File: config.mk
export PLATFORM = sky130hd
export DESIGN_NAME = platform_scroll_ctrl
export DESIGN_NICKNAME = d
export VERILOG_FILES = /design/src/rtl/plat_pkg.sv /design/src/rtl/plat_tick_gen.sv /design/src/rtl/platform_scroll_ctrl.sv
export SDC_FILE = /design/constraint.sdc
export NUM_CORES = 1
export LEC_CHECK = 0
export ABC_CLOCK_PERIOD_IN_PS = 12400
export CORE_MARGIN = 5
export CORE_UTILIZATION = 61
export DETAILED_ROUTE_END_ITERATION = 8
export PLACE_DENSITY = 0.87
export SETUP_SLACK_MARGIN = 0.15
export SYNTH_ARGS = -nofsm -noshare
export SYNTH_HDL_FRONTEND = slang
export SYNTH_HIERARCHICAL = 1
export SYNTH_SLANG_ARGS = --single-unit
File: constraint.sdc
create_clock -name clk -period 12.4 [get_ports clk]
set_clock_uncertainty 0.2 [all_clocks]
set_input_delay 1.24 -clock clk [delete_from_list [all_inputs] [get_ports clk]]
set_output_delay 1.24 -clock clk [all_outputs]
set_load 0.005 [all_outputs]
File: src/rtl/plat_pkg.sv
// rtl/plat_pkg.sv - shared encodings and constants for the platform scroller
// Optional speedup constants are consumed only when PLAT_SPEEDUP_EN is defined.
package plat_pkg;

  localparam int COORD_W = 10;

  typedef logic [COORD_W-1:0] coord_t;

  localparam logic [1:0] ST_IDLE = 2'd0;
  localparam logic [1:0] ST_RUN  = 2'd1;
  localparam logic [1:0] ST_HOLD = 2'd2;

  // Each speedup level removes TICK_DIV/SPEEDUP_STEP_DIV clocks from the tick period.
  localparam int SPEEDUP_STEP_DIV  = 8;
  localparam int SPEEDUP_RETIRES   = 8;
  localparam int SPEEDUP_MAX_LEVEL = 4;
  localparam int LEVEL_W           = 3;

  function automatic coord_t coord_add(input coord_t a, input int unsigned b);
    return a + b[COORD_W-1:0];
  endfunction

endpackage

File: src/rtl/plat_tick_gen.sv
// rtl/plat_tick_gen.sv - scroll prescaler: counts enabled cycles, flags the wrap cycle
// tick is high during the cycle the count sits at div-1; the count reloads to 0 on that edge.
module plat_tick_gen (
  input  logic        clk,
  input  logic        rst_n,
  input  logic        en,
  input  logic        clr,
  input  logic [31:0] div,
  output logic        tick
);

  logic [31:0] cnt_q;
  logic [31:0] cnt_d;
  logic        at_end;

  always_comb begin
    // >= keeps the counter wrapping even if div shrinks below the current count
    at_end = (cnt_q >= (div - 32'd1));
    tick   = en && !clr && at_end;
    cnt_d  = cnt_q;
    if (clr) begin
      cnt_d = '0;
    end else if (en) begin
      cnt_d = at_end ? 32'd0 : (cnt_q + 32'd1);
    end
  end

  always_ff @(posedge clk or negedge rst_n) begin
    if (!rst_n) begin
      cnt_q <= '0;
    end else begin
      cnt_q <= cnt_d;
    end
  end

endmodule

File: src/rtl/platform_scroll_ctrl.sv
// rtl/platform_scroll_ctrl.sv - scrolling platform slot manager with run/hold/idle control
// Optional feature: PLAT_SPEEDUP_EN shortens the tick period as platforms retire.
module platform_scroll_ctrl
  import plat_pkg::*;
#(
  parameter int TICK_DIV = 840000,
  parameter int SLOTS    = 4,
  parameter int SPACING  = 120,
  parameter int SCREEN_H = 480,
  parameter int HEIGHT   = 30
) (
  input  logic                     clk,
  input  logic                     rst_n,
  input  logic                     start,
  input  logic                     pause,
  input  logic                     stop,
  output logic [SLOTS*COORD_W-1:0] plat_start,
  output logic [SLOTS*COORD_W-1:0] plat_end,
  output logic [SLOTS-1:0]         plat_valid,
  output logic                     scroll_tick,
  output logic                     spawn,
  output logic                     spawn_miss,
  output logic [7:0]               retire_cnt,
  output logic [1:0]               state
);

  localparam int               GAP_W    = $clog2(SPACING + 1);
  localparam logic [GAP_W-1:0] GAP_FULL = GAP_W'(SPACING);
  localparam int               RET_W    = $clog2(SLOTS + 1);
  localparam coord_t           RETIRE_ROW = COORD_W'(SCREEN_H);

  logic [1:0]                    state_q, state_d;
  logic [SLOTS-1:0][COORD_W-1:0] pos_q, pos_d;
  logic [SLOTS-1:0][COORD_W-1:0] end_w;
  logic [SLOTS-1:0]              valid_q, valid_d;
  logic [GAP_W-1:0]              gap_q, gap_d;
  logic [GAP_W-1:0]              gap_now;
  logic                          scroll_tick_q, scroll_tick_d;
  logic                          spawn_q, spawn_d;
  logic                          spawn_miss_q, spawn_miss_d;
  logic [7:0]                    retire_cnt_q, retire_cnt_d;
  logic [RET_W-1:0]              n_ret;
  logic                          slot_found;
  logic [31:0]                   div;
  logic                          tick;

  plat_tick_gen u_tick_gen (
    .clk   (clk),
    .rst_n (rst_n),
    .en    (state_q == ST_RUN),
    .clr   (stop),
    .div   (div),
    .tick  (tick)
  );

  always_comb begin
    state_d = state_q;
    case (state_q)
      ST_IDLE: if (start)  state_d = ST_RUN;
      ST_RUN:  if (pause)  state_d = ST_HOLD;
      ST_HOLD: if (!pause) state_d = ST_RUN;
      default: state_d = ST_IDLE;
    endcase
    if (stop) state_d = ST_IDLE;
  end

  always_comb begin
    pos_d         = pos_q;
    valid_d       = valid_q;
    gap_d         = gap_q;
    gap_now       = gap_q;
    scroll_tick_d = 1'b0;
    spawn_d       = 1'b0;
    spawn_miss_d  = spawn_miss_q;
    retire_cnt_d  = retire_cnt_q;
    n_ret         = '0;
    slot_found    = 1'b0;
    if (stop) begin
      pos_d   = '0;
      valid_d = '0;
      gap_d   = '0;
    end else if (state_q == ST_IDLE && start) begin
      gap_d = GAP_FULL;
    end else if (tick) begin
      scroll_tick_d = 1'b1;
      for (int i = 0; i < SLOTS; i++) begin
        if (valid_q[i]) begin
          if (pos_q[i] < RETIRE_ROW) begin
            pos_d[i] = pos_q[i] + 1'b1;
          end else if (pos_q[i] == RETIRE_ROW) begin
            valid_d[i] = 1'b0;
            n_ret      = n_ret + 1'b1;
          end
        end
      end
      // The current tick counts toward the gap, so spawns land SPACING ticks apart.
      gap_now = (gap_q >= GAP_FULL) ? GAP_FULL : (gap_q + 1'b1);
      if (gap_now >= GAP_FULL) begin
        for (int i = 0; i < SLOTS; i++) begin
          if (!valid_q[i] && !slot_found) begin
            slot_found = 1'b1;
            valid_d[i] = 1'b1;
            pos_d[i]   = '0;
          end
        end
        if (slot_found) begin
          spawn_d = 1'b1;
          gap_d   = '0;
        end else begin
          spawn_miss_d = 1'b1;
          gap_d        = GAP_FULL;
        end
      end else begin
        gap_d = gap_now;
      end
      retire_cnt_d = retire_cnt_q + 8'(n_ret);
    end
  end

`ifdef PLAT_SPEEDUP_EN
  logic [LEVEL_W-1:0] level_q, level_d;
  logic [3:0]         spd_cnt_q, spd_cnt_d;
  logic [7:0]         spd_sum;

  always_comb begin
    level_d   = level_q;
    spd_cnt_d = spd_cnt_q;
    spd_sum   = 8'(spd_cnt_q) + 8'(n_ret);
    if (stop) begin
      level_d   = '0;
      spd_cnt_d = '0;
    end else if (spd_sum >= 8'(SPEEDUP_RETIRES)) begin
      spd_cnt_d = 4'(spd_sum - 8'(SPEEDUP_RETIRES));
      if (level_q < LEVEL_W'(SPEEDUP_MAX_LEVEL)) level_d = level_q + 1'b1;
    end else begin
      spd_cnt_d = 4'(spd_sum);
    end
    div = 32'(TICK_DIV) - 32'(level_q) * 32'(TICK_DIV / SPEEDUP_STEP_DIV);
  end

  always_ff @(posedge clk or negedge rst_n) begin
    if (!rst_n) begin
      level_q   <= '0;
      spd_cnt_q <= '0;
    end else begin
      level_q   <= level_d;
      spd_cnt_q <= spd_cnt_d;
    end
  end
`else
  assign div = 32'(TICK_DIV);
`endif

  always_ff @(posedge clk or negedge rst_n) begin
    if (!rst_n) begin
      state_q       <= ST_IDLE;
      pos_q         <= '0;
      valid_q       <= '0;
      gap_q         <= '0;
      scroll_tick_q <= 1'b0;
      spawn_q       <= 1'b0;
      spawn_miss_q  <= 1'b0;
      retire_cnt_q  <= '0;
    end else begin
      state_q       <= state_d;
      pos_q         <= pos_d;
      valid_q       <= valid_d;
      gap_q         <= gap_d;
      scroll_tick_q <= scroll_tick_d;
      spawn_q       <= spawn_d;
      spawn_miss_q  <= spawn_miss_d;
      retire_cnt_q  <= retire_cnt_d;
    end
  end

  always_comb begin
    for (int i = 0; i < SLOTS; i++) begin
      end_w[i] = coord_add(pos_q[i], HEIGHT);
    end
  end

  assign plat_start  = pos_q;
  assign plat_end    = end_w;
  assign plat_valid  = valid_q;
  assign scroll_tick = scroll_tick_q;
  assign spawn       = spawn_q;
  assign spawn_miss  = spawn_miss_q;
  assign retire_cnt  = retire_cnt_q;
  assign state       = state_q;

endmodule

==> results of run 1 <==
[layout make-up]
class / instances / area [µm²] / share of cell area (%)
inverters: 38 / 143 / 1.49
well taps: 172 / 215 / 2.25
flip-flops and latches: 96 / 2400 / 25.1
clock buffers: 12 / 246 / 2.57
clock inverters: 4 / 30.0 / 0.314
multi-input cells: 861 / 5490 / 57.3
repair buffers: 107 / 1050 / 10.9
[power by group through the flow]
stage               Sequential (mW)  Clock, mW  Combinational (mW)
CTS                           0.321      0.266              0.0559
global placement              0.326          0              0.0546
global route                  0.321      0.281              0.0657
floorplan                     0.323          0              0.0439
detailed placement            0.327          0              0.0559
finish                        0.321      0.264              0.0574
[worst paths after layout]
check	startpoint	endpoint	slack [ps]	cells after the start
setup reg to reg	u_tick_gen/cnt_q[23]$_DFFE_PN0P_	retire_cnt[4]$_DFFE_PN0P_	7920	13
hold reg to reg	spawn_miss$_DFFE_PN0P_	spawn_miss$_DFFE_PN0P_	300	1
hold / removal	spawn_miss$_DFFE_PN0P_	spawn_miss$_DFFE_PN0P_	300	1
max in group asynchronous	rst_n	plat_start[28]$_DFFE_PN0P_	10180	2
min in group asynchronous	rst_n	u_tick_gen/cnt_q[28]$_DFFE_PN0P_	610	1
setup / recovery	u_tick_gen/cnt_q[23]$_DFFE_PN0P_	retire_cnt[4]$_DFFE_PN0P_	7920	13
[cell families (layout without fill, tap and decap cells)]
logic type	count (synthesis)	in the layout	share of synthesized area (%)
AOI/OAI and AO/OA	199	199	17.1
buffers and inverters	88	161	4.94
DFF	96	96	30.3
xor gates and xnor gates	71	71	7.95
adders and majority gates	59	59	9.42
other	2	99	0.0948
muxes	5	5	0.742
and+or+nand+nor	428	428	29.4
[critical path: cells and delay by family (launching register included)]
| kind | cells | cell delay [ps] |
|---|---|---|
| and+or+nand+nor | 8 | 2140 |
| buffers and inverters | 2 | 870 |
| DFF | 1 | 470 |
| adders and majority gates | 1 | 350 |
| AOI/OAI and AO/OA | 1 | 210 |
| xor gates and xnor gates | 1 | 140 |
[through the flow]
stage / setup slack, ps / hold WS [ps]
final: 7920 / 303
after global routing: 7630 / 329
after CTS: 7970 / 308
after detailed placement: 7880 / 294
after global placement: 7980 / 290
after floorplan: 8340 / 266
[layout by cell type (no fill, tap or decap), drive strengths merged, types with 12 or more instances in the layout]
cell	n
xnor2	35
nand3	45
nor4	23
and2	14
clkbuf	12
nor3	31
nand4	35
ha	58
nor2b	13
conb	99
nand2	115
a21oi	67
a31oi	15
nor2	75
o21ai	32
clkdlybuf4s50	99
xor2	36
inv	38
or3	21
dfrtp	96
[per-layer routing]
layer  vias up  wire (µm)  part of all wire (%)
met1      3588       8280                    42
met2       272       9850                    50
li1       3685          -                     -
met4         0        432                   2.2
met5         -          0                     0
met3        41       1300                   6.6
[registers in the layout, summed over array words and instances (netlist names)]
signal and count:
spawn 1, state 2, plat_start 40, scroll_tick 1
spawn_miss 1, gap_q 7, retire_cnt 8, plat_valid 4
u_tick_gen/cnt_q 32
==> run metrics, run 1 <==
worst path cell trace ha_1 > nand4_1 > nor4_1 > o21a_1 > buf_4 > nor2_2 > nor2_1 > and2b_1 > nand2_2 > inv_1 > nand2_1 > nor2_1 > xor2_1; H-tree levels 3; vias per cell 5.88; P per Cell Area 67.0 nW/µm²; Netlist cell types 87; GR Util met1 33.3%; slowest CP cell inv_1; number of fillers in the final layout 972; Post-synth top cells nand2_1 (113), dfrtp_1 (96), nor2_1 (72), a21oi_1 (62), ha_1 (58); #FFs+latches synth 96; starting density of the core 62.5%; number of global-route vias before repair 6870; Post-synth EDFFs 0; Tcrit/Tclk final 36.1%; DR vias 7586; gr busiest metal met2; CTS tree built; hold_buf cts 0; Reg power frac 49.9%; DP Area 9300 µm²; Core Region 12700 µm²; Layout Cell Area excl Fill 9580 µm²; clock share of power 41.1%; crit-path max cell delay 600 ps; DRC viols 0; post-layout util 75.6%; Antenna Cells 0; met3 Usage GRT 3.68%; Worst-Margin Slew 870 ps; Hold Vio Cnt, Final 0; fmax 223 MHz; gr ovfl total 0; unrepaired setup endpoints after global routing no; global-route wire length before repair 32.5 mm; Max-Cap Viols 0; Nets 1177; CTS buffer count 9; Post-CTS Resized 0; Yosys warning count 6; dpl cells 1274; Pins Over Slew Limit 0; Setup Fix Bufs, Post-CTS 0; Cells after Synth 948; Slew Limit Headroom 42.0%; Pwr Total 0.642 mW; Final TNS setup 0 ps; startpoint class of the critical path register; Most common cell on crit path nor2_1; Skew-Pair Late Insertion Delay 350 ps; Post-Layout Cell Count 1290; gr usage total 26.0%; Synth area leader dfrtp_1; initial antenna violation count 0; Seq/Total Area, Yosys 30.3%; GR Util met2 44.8%; Clock Sinks 96; Period minus WS final 4480 ps; Placer Congestion 0.905; count leader, synth nand2_1; hpwl dp 14.8 mm; Yosys top cell area share 30.3%; Layout area overhead 20.9%; Sw Ratio 25.9%; Pint 0.476 mW; CP Max Fanout 23; row cnt 41; Clock transition at path regs 70 ps; share of layout cells above drive strength 1 6.08%; worst ir drop on vdd 0.0000618 V; First-pass DRT Iterations 6; Avg Cell Area, Syn 8.35 µm²; WS Path Type register to register; synthesized area 7920 µm²; Die Y 124 µm; status finished, final reports clean; die width 124 µm; data arrival time of the worst path 4560 ps; DRT antenna net count 0; IO Port Bufs 101; Setup crit end kind register; worst hold path type register to register; largest cells by area after synthesis dfrtp_1 (30%), ha_1 (9.2%), nand2_1 (5.4%); CTS Buffer Depth 2; pin count of the biggest net entering global routing 69; fraction of registers with async set/reset 100%; drt total wl 19.9 mm; die area 15400 µm²; Req. time, crit path 12480 ps; Synth Flop Type dfrtp_1; Avg WL per Cell 15.4 µm; IO Count 102; NetSw 0.167 mW; Lkg Pwr 4.04 nW; Final setup viols 0; drt initial violations 686; Gate power share 8.9%; Clock Root Buffer clkbuf_16
Note: power is estimated with default switching activity, not from simulation.
==> run 2, diff against run 1 <==
--- a/config.mk
+++ b/config.mk
@@ -5,11 +5,11 @@
 export SDC_FILE = /design/constraint.sdc
 export NUM_CORES = 1
 export LEC_CHECK = 0
-export ABC_CLOCK_PERIOD_IN_PS = 12400
+export ABC_CLOCK_PERIOD_IN_PS = 3800
 export CORE_MARGIN = 5
-export CORE_UTILIZATION = 61
+export CORE_UTILIZATION = 52
 export DETAILED_ROUTE_END_ITERATION = 8
-export PLACE_DENSITY = 0.87
+export PLACE_DENSITY = 0.79
 export SETUP_SLACK_MARGIN = 0.15
 export SYNTH_ARGS = -nofsm -noshare
 export SYNTH_HDL_FRONTEND = slang
==> constraint.sdc (replaced) <==
create_clock -name clk -period 3.8 [get_ports clk]
set_clock_uncertainty 0.2 [all_clocks]
set_input_delay 0.38 -clock clk [delete_from_list [all_inputs] [get_ports clk]]
set_output_delay 0.38 -clock clk [all_outputs]
set_load 0.005 [all_outputs]
==> run 2 against run 1 <==
Net effect: the run now ends with setup timing left; sequential power rose to 3.3 times the previous value; die area up 16%; clock power rose to 3.7 times the previous value; count of clock-buffer cells in the layout down 2; total power rose to 3.4 times the previous value; fmax up 16%; global-route usage down 2.9 points; final area up 4.7%; sequential share of layout area down 1.1 points; core utilization down 9.2 points; first-iteration DRC count up 0.73%; critical endpoint is now retire_cnt[7]$_DFFE_PN0P_; largest power group unchanged; highest routed layer unchanged.
==> run metrics, run 2 (synthesis gave the netlist of run 1 again) <==
status finished with violations; failing checks setup timing; H-tree levels 3 (unchanged); fmax 259 MHz (+16%); P per Cell Area 221 nW/µm² (+230%); gr usage total 23.1% (-2.9 points); Final setup viols 5 (+5); Tcrit/Tclk final 102% (+66 points); IO Count 102 (unchanged); r2r setup slk -70 ps (-7990 ps); Core Region 15100 µm² (+19%); Hold Vio Cnt, Final 0 (unchanged); Hold EP u_tick_gen/cnt_q[14]$_DFFE_PN0P_; Avg WL per Cell 15.6 µm (+1.4%); WS Path Type register to register; data arrival time of the worst path 3910 ps (-650 ps); worst hold path type primary input to register; Multi-input gate area 5590 µm² (+1.8%); Slew Limit Headroom 40.5% (-1.5 points); most frequent cells in the layout nand2_1 (113), clkdlybuf4s50_1 (99), conb_1 (99); CP bufs+invs 1 (-1); pin count of the biggest net entering global routing 60 (-13%); worst hold start stop; Nets 1216 (+3.3%); CTS buffer count 9 (unchanged); number of global-route vias before repair 6983 (+1.6%); Max-Cap Viols 0 (unchanged); Clock Root Buffer clkbuf_16; vias per cell 5.76 (-2.0%); die width 133 µm (+7.6%); Placer Congestion 0.855 (-5.6%); worst ir drop on vdd 0.000261 V (+320%); CTS Buffer Depth 2 (unchanged); max reg flops 40 (unchanged); Period minus WS final 3870 ps (-610 ps); Skew-Pair Late Insertion Delay 360 ps (about the same); worst hold stages 4 (+3); Final WS setup -65.8 ps (-7990 ps); gr ovfl total 0 (unchanged); slowest CP cell or4b_4; drt total wl 21.0 mm (+5.7%); Worst-Margin Slew 891 ps (+20.9 ps); pre-CTS WS -208 ps (-8090 ps); R2R depth 16 (+3); Layout area overhead 26.6%; worst path cell trace inv_2 > ha_2 > or4b_4 > nor3_4 > ha_1 > mux2_4 > ha_4 > mux2_4 > ha_4 > mux2_4 > ha_4 > a21o_1 > a21oi_2 > nor2_2 > nand3_1 > xnor2_1; die area 17800 µm² (+16%); RR Startpoint plat_start[11]$_DFFE_PN0P_; IO Port Bufs 101 (unchanged); number of fillers in the final layout 1244 (+28%); hpwl dp 15.2 mm (+3.3%); Pwr Total 2.21 mW (+240%); CP top delay family adder cells; share of layout cells above drive strength 1 10.5% (+4.4 points); Setup crit end kind register; unrepaired setup endpoints after global routing yes; drt initial violations 691 (+0.73%); Die Y 133 µm (+7.6%); startpoint class of the critical path register; DRT antenna net count 0 (unchanged); DRC viols 0 (unchanged); global-route wire length before repair 34.5 mm (+6.3%); CP Max Fanout 2 (-91%); Lkg Pwr 4.26 nW (+5.6%); CTS tree built; starting density of the core 52.5% (-10 points); commonest non-fill, non-tap cell in the layout nand2_1; Req. time, crit path 3840 ps (-8640 ps); worst reg2reg path endpoint retire_cnt[7]$_DFFE_PN0P_; register area 2400 µm² (about the same); initial antenna violation count 0 (unchanged); Pins Over Slew Limit 0 (unchanged); crit-path max cell delay 460 ps (-140 ps); Clock transition at path regs 70 ps (about the same); First-pass DRT Iterations 8 (+2); Antenna Cells 0 (unchanged); row cnt 45 (+9.8%); DR vias 7748 (+2.1%); Clock Sinks 96 (unchanged)
[run 2: cell count changes in the layout (fill, tap and decap cells not counted), moves of 2 or more]
cell,change
buf_4,+37
ha_1,-4
a21oi_4,+2
inv_1,-2
mux2_4,+2
inv_2,+2
clkbuf_1,-2
ha_4,+3
mux2_2,-2
inv_6,+2
a21oi_1,-2
clkinvlp_4,-4
[run 2: worst register-to-register path, cell delays in order, from the launching register on]
cell and delay [ps]:
dfrtp_2 410, inv_2 70, ha_2 150, or4b_4 460, nor3_4 140, ha_1 250, mux2_4 290, ha_4 210
mux2_4 280, ha_4 210, mux2_4 300, ha_4 260, a21o_1 110, a21oi_2 60, nor2_2 130, nand3_1 100
xnor2_1 130
[run 2: metal layers]
| metal | vias up | wire (µm) | track usage [%] |
|---|---|---|---|
| li1 | 3767 | - | - |
| met1 | 3655 | 8890 | 30.2 |
| met2 | 294 | 10400 | 40.0 |
| met3 | 32 | 1350 | 3.70 |
| met4 | 0 | 337 | 5.77 |
| met5 | - | 0 | 0 |
[run 2: final cells by class]
type | count | area share [%]
Multi-Input combinational cell | 862 | 55.8
Sequential cell | 96 | 24.0
Timing Repair Buffer | 145 | 13.3
Clock buffer | 10 | 2.38
Tap cell | 188 | 2.35
Inverter | 38 | 1.42
Clock inverter | 6 | 0.724
[run 2: worst max path at each step]
stage | from | end | slack [ps] | cells after the start
2_1_floorplan | plat_start[11]$_DFFE_PN0P_ | retire_cnt[7]$_DFFE_PN0P_ | -100 | 16
3_3_place_gp | plat_start[11]$_DFFE_PN0P_ | retire_cnt[7]$_DFFE_PN0P_ | -100 | 16
3_5_place_dp | plat_start[11]$_DFFE_PN0P_ | retire_cnt[7]$_DFFE_PN0P_ | -210 | 16
4_1_cts | plat_start[11]$_DFFE_PN0P_ | retire_cnt[7]$_DFFE_PN0P_ | -90 | 16
5_1_grt | plat_start[11]$_DFFE_PN0P_ | retire_cnt[3]$_DFFE_PN0P_ | -170 | 15
6_report | plat_start[11]$_DFFE_PN0P_ | retire_cnt[7]$_DFFE_PN0P_ | -70 | 16
[run 2: where the power goes]
part	switching, mW	total (mW)	internal (mW)
Combinational	0.130	0.194	0.0635
Sequential	0.0175	1.05	1.03
Clock	0.432	0.971	0.538
[run 2: through the flow]
step	hold slack [ps]	cell area, µm²	setup TNS [ps]	cells	util [%]
2_1_floorplan	-116	8350	-258	1045	-
3_3_place_gp	296	9630	-333	1323	63.8
3_5_place_dp	285	9630	-663	1323	63.8
6_report	296	10000	-193	1345	66.4
4_1_cts	287	9980	-215	1342	66.2
5_1_grt	300	10000	-730	1345	66.4
[run 2: timing repair]
item	CTS	global route
setup endpoints to repair	7	16
pin swaps	7	2
buffers inserted	2	2
resized for setup	3	4
hold endpoints to repair	55	0
hold buffers	1	0
cloned	0	1
==> run 3, diff against run 2 <==
==> constraint.sdc (replaced) <==
create_clock -name clk -period 3.8 [get_ports clk]
set_clock_uncertainty 0.2 [all_clocks]
set_input_delay 0.38 -clock clk [delete_from_list [all_inputs] [get_ports clk]]
set_output_delay 0.38 -clock clk [all_outputs]
set_load 0.02 [all_outputs]
==> run 3 against run 2 <==
Net effect: the flow still finishes with violations (setup timing); combinational power hardly changed; via count is 1.5% lower; count of clock-buffer cells in the layout fell by 1; critical path type unchanged; highest routed layer unchanged.
==> run metrics, run 3 (synthesis gave the netlist of run 1 again) <==
status finished with violations; failing checks setup timing; Tcrit/Tclk final 105% (+3.7 points); Placer Congestion 0.860 (+0.60%); Final TNS setup -1040 ps (-851 ps); last element of the critical path retire_cnt[6]$_DFFE_PN0P_; commonest non-fill, non-tap cell in the layout nand2_1; clock share of power 41.5% (-2.4 points); Skew-Pair Late Insertion Delay 350 ps (about the same); share of layout cells above drive strength 1 11.1% (+0.65 points); dpl cells 1328 (+0.38%); Avg WL per Cell 15.3 µm (-2.0%); data arrival time of the worst path 4050 ps (+140 ps); number of global-route vias before repair 7292 (+4.4%); Slew Limit Headroom 40.9% (+0.44 points); Layout Cell Area excl Fill 10000 µm² (+0.20%); hpwl dp 15.3 mm (+0.51%); most frequent cells in the layout nand2_1 (113), clkdlybuf4s50_1 (99), conb_1 (99); Pins Over Slew Limit 0 (unchanged); CP top delay family adder cells; worst ir drop on vdd 0.000197 V (-25%); Nets 1220 (+0.33%); die width 133 µm (unchanged); CP Max Fanout 2 (unchanged); Die Y 133 µm (unchanged); crit-path max cell delay 470 ps (about the same); CTS tree built; Core Region 15100 µm² (unchanged); Clock transition at path regs 70 ps (about the same); initial antenna violation count 0 (unchanged); R2R depth 15 (-1); Lkg Pwr 4.27 nW (+0.23%); Max-Cap Viols 0 (unchanged); CTS Buffer Depth 2 (unchanged); gr usage total 23.9% (+0.81 points); Post-Layout Cell Count 1349 (+0.30%); WP depth 15 (-1); pre-CTS WS -279 ps (-70.8 ps); IO Port Bufs 101 (unchanged); First-pass DRT Iterations 7 (-1); post-layout util 66.6% (+0.13 points); worst path cell trace inv_2 > ha_4 > or4b_4 > nor3_4 > ha_1 > mux2_4 > ha_4 > mux2_4 > ha_4 > mux2_4 > buf_4 > fa_2 > a21oi_2 > nor3b_1 > xor2_1; worst hold path type register to register; Period minus WS final 4010 ps (+142 ps); Sw Ratio 27.3% (+1.1 points); starting density of the core 52.5% (unchanged); drt initial violations 587 (-15%); IO Count 102 (unchanged); DP Area 9690 µm² (+0.55%); DRT antenna net count 0 (unchanged); DRC viols 0 (unchanged); Worst-Margin Slew 884 ps (-6.58 ps); Req. time, crit path 3840 ps (about the same); global-route wire length before repair 35.5 mm (+3.1%); Setup crit end kind register; worst reg2reg path endpoint retire_cnt[6]$_DFFE_PN0P_; Reg power frac 49.3% (+2.0 points); fmax 249 MHz (-3.6%); CP bufs+invs 2 (+1); H-tree levels 3 (unchanged); pin count of the biggest net entering global routing 63 (+5.0%); unrepaired setup endpoints after global routing yes; Antenna Cells 0 (unchanged); slowest CP cell or4b_4; vias per cell 5.66 (-1.8%); Layout area overhead 26.8%; max reg flops 40 (unchanged); DR vias 7629 (-1.5%); Final setup viols 7 (+2); startpoint class of the critical path register; NetSw 0.580 mW (about the same); die area 17800 µm² (unchanged); row cnt 45 (unchanged); Gate power share 9.3% (+0.5 points); Hold Vio Cnt, Final 0 (unchanged); CTS buffer count 9 (unchanged); r2r setup slk -210 ps (-140 ps); Clock Sinks 96 (unchanged); WS Path Type register to register; Final WS setup -208 ps (-142 ps); Setup crit start plat_start[10]$_DFFE_PN0P_; RR Startpoint plat_start[10]$_DFFE_PN0P_; drt total wl 20.6 mm (-1.7%); P per Cell Area 211 nW/µm² (-4.1%); gr ovfl total 0 (unchanged); Clock Root Buffer clkbuf_16; Pint 1.54 mW (-5.3%); number of fillers in the final layout 1264 (+1.6%)
==> run 3: cell count changes in the layout (fill, tap and decap cells not counted), sizes merged <==
| cell | change |
|---|---|
| clkinv | +2 |
| bufinv | -1 |
| clkinvlp | +1 |
| clkbuf | -1 |
| buf | +5 |
| inv | -1 |
| nor2 | -1 |
==> run 3: worst min path at each step <==
| stage | from | end | slack [ps] | cells after the start |
|---|---|---|---|---|
| 5_1_grt | spawn_miss$_DFFE_PN0P_ | spawn_miss$_DFFE_PN0P_ | 330 | 1 |
| 3_5_place_dp | spawn_miss$_DFFE_PN0P_ | spawn_miss$_DFFE_PN0P_ | 300 | 1 |
| 4_1_cts | spawn_miss$_DFFE_PN0P_ | spawn_miss$_DFFE_PN0P_ | 320 | 1 |
| 2_1_floorplan | rst_n | gap_q[0]$_DFFE_PN0P_ | -120 | 0 |
| 3_3_place_gp | spawn_miss$_DFFE_PN0P_ | spawn_miss$_DFFE_PN0P_ | 300 | 1 |
| 6_report | spawn_miss$_DFFE_PN0P_ | spawn_miss$_DFFE_PN0P_ | 310 | 1 |
==> run 3: worst register-to-register path: stages (launching register included) <==
cell and delay, ps:
dfrtp_2 410, inv_2 80, ha_4 120, or4b_4 470, nor3_4 220, ha_1 260, mux2_4 290, ha_4 210
mux2_4 270, ha_4 210, mux2_4 290, buf_4 140, fa_2 340, a21oi_2 170, nor3b_1 80, xor2_1 140
==> run 3: repair_timing <==
action / in CTS / in global routing
gates cloned: 0 / 0
setup buffers: 2 / 2
hold buffers: 1 / 0
pin swaps: 5 / 8
hold endpoints to repair: 60 / 0
endpoints found under the setup margin: 7 / 34
gates resized for setup: 4 / 4
==> run 3: power groups by stage <==
| stage | logic, mW | registers, mW | clock network [mW] |
|---|---|---|---|
| 3_3_place_gp | 0.187 | 1.06 | 0 |
| 6_report | 0.197 | 1.05 | 0.881 |
| 3_5_place_dp | 0.190 | 1.07 | 0 |
| 2_1_floorplan | 0.143 | 1.06 | 0 |
| 4_1_cts | 0.192 | 1.05 | 0.895 |
| 5_1_grt | 0.227 | 1.05 | 0.936 |
==> run 3: final cells by class <==
class                           count  area (µm²)  share of cell area, %
Clock buffer                        9         225                   2.24
Sequential cell                    96        2410                   24.0
Timing Repair Buffer              150        1370                   13.7
Multi-Input combinational cell    861        5600                   55.8
Tap cell                          188         235                   2.34
Inverter                           38         145                   1.45
Clock inverter                      7        55.1                  0.548
==> run 3: per-stage QoR <==
| step | power [mW] | hold slack [ps] |
|---|---|---|
| 3_5_place_dp | 1.26 | 302 |
| 2_1_floorplan | 1.20 | -116 |
| 3_3_place_gp | 1.25 | 298 |
| 6_report | 2.12 | 314 |
| 4_1_cts | 2.13 | 319 |
| 5_1_grt | 2.21 | 332 |
==> run 3: per-layer routing <==
metal / up-vias / wire length (µm) / share of wire, % / GRT usage (%)
li1: 3765 / - / - / -
met1: 3585 / 8940 / 43 / 30.5
met2: 248 / 10300 / 50 / 41.5
met3: 31 / 1050 / 5.1 / 4.12
met4: 0 / 372 / 1.8 / 7.09
met5: - / 0 / 0 / 0
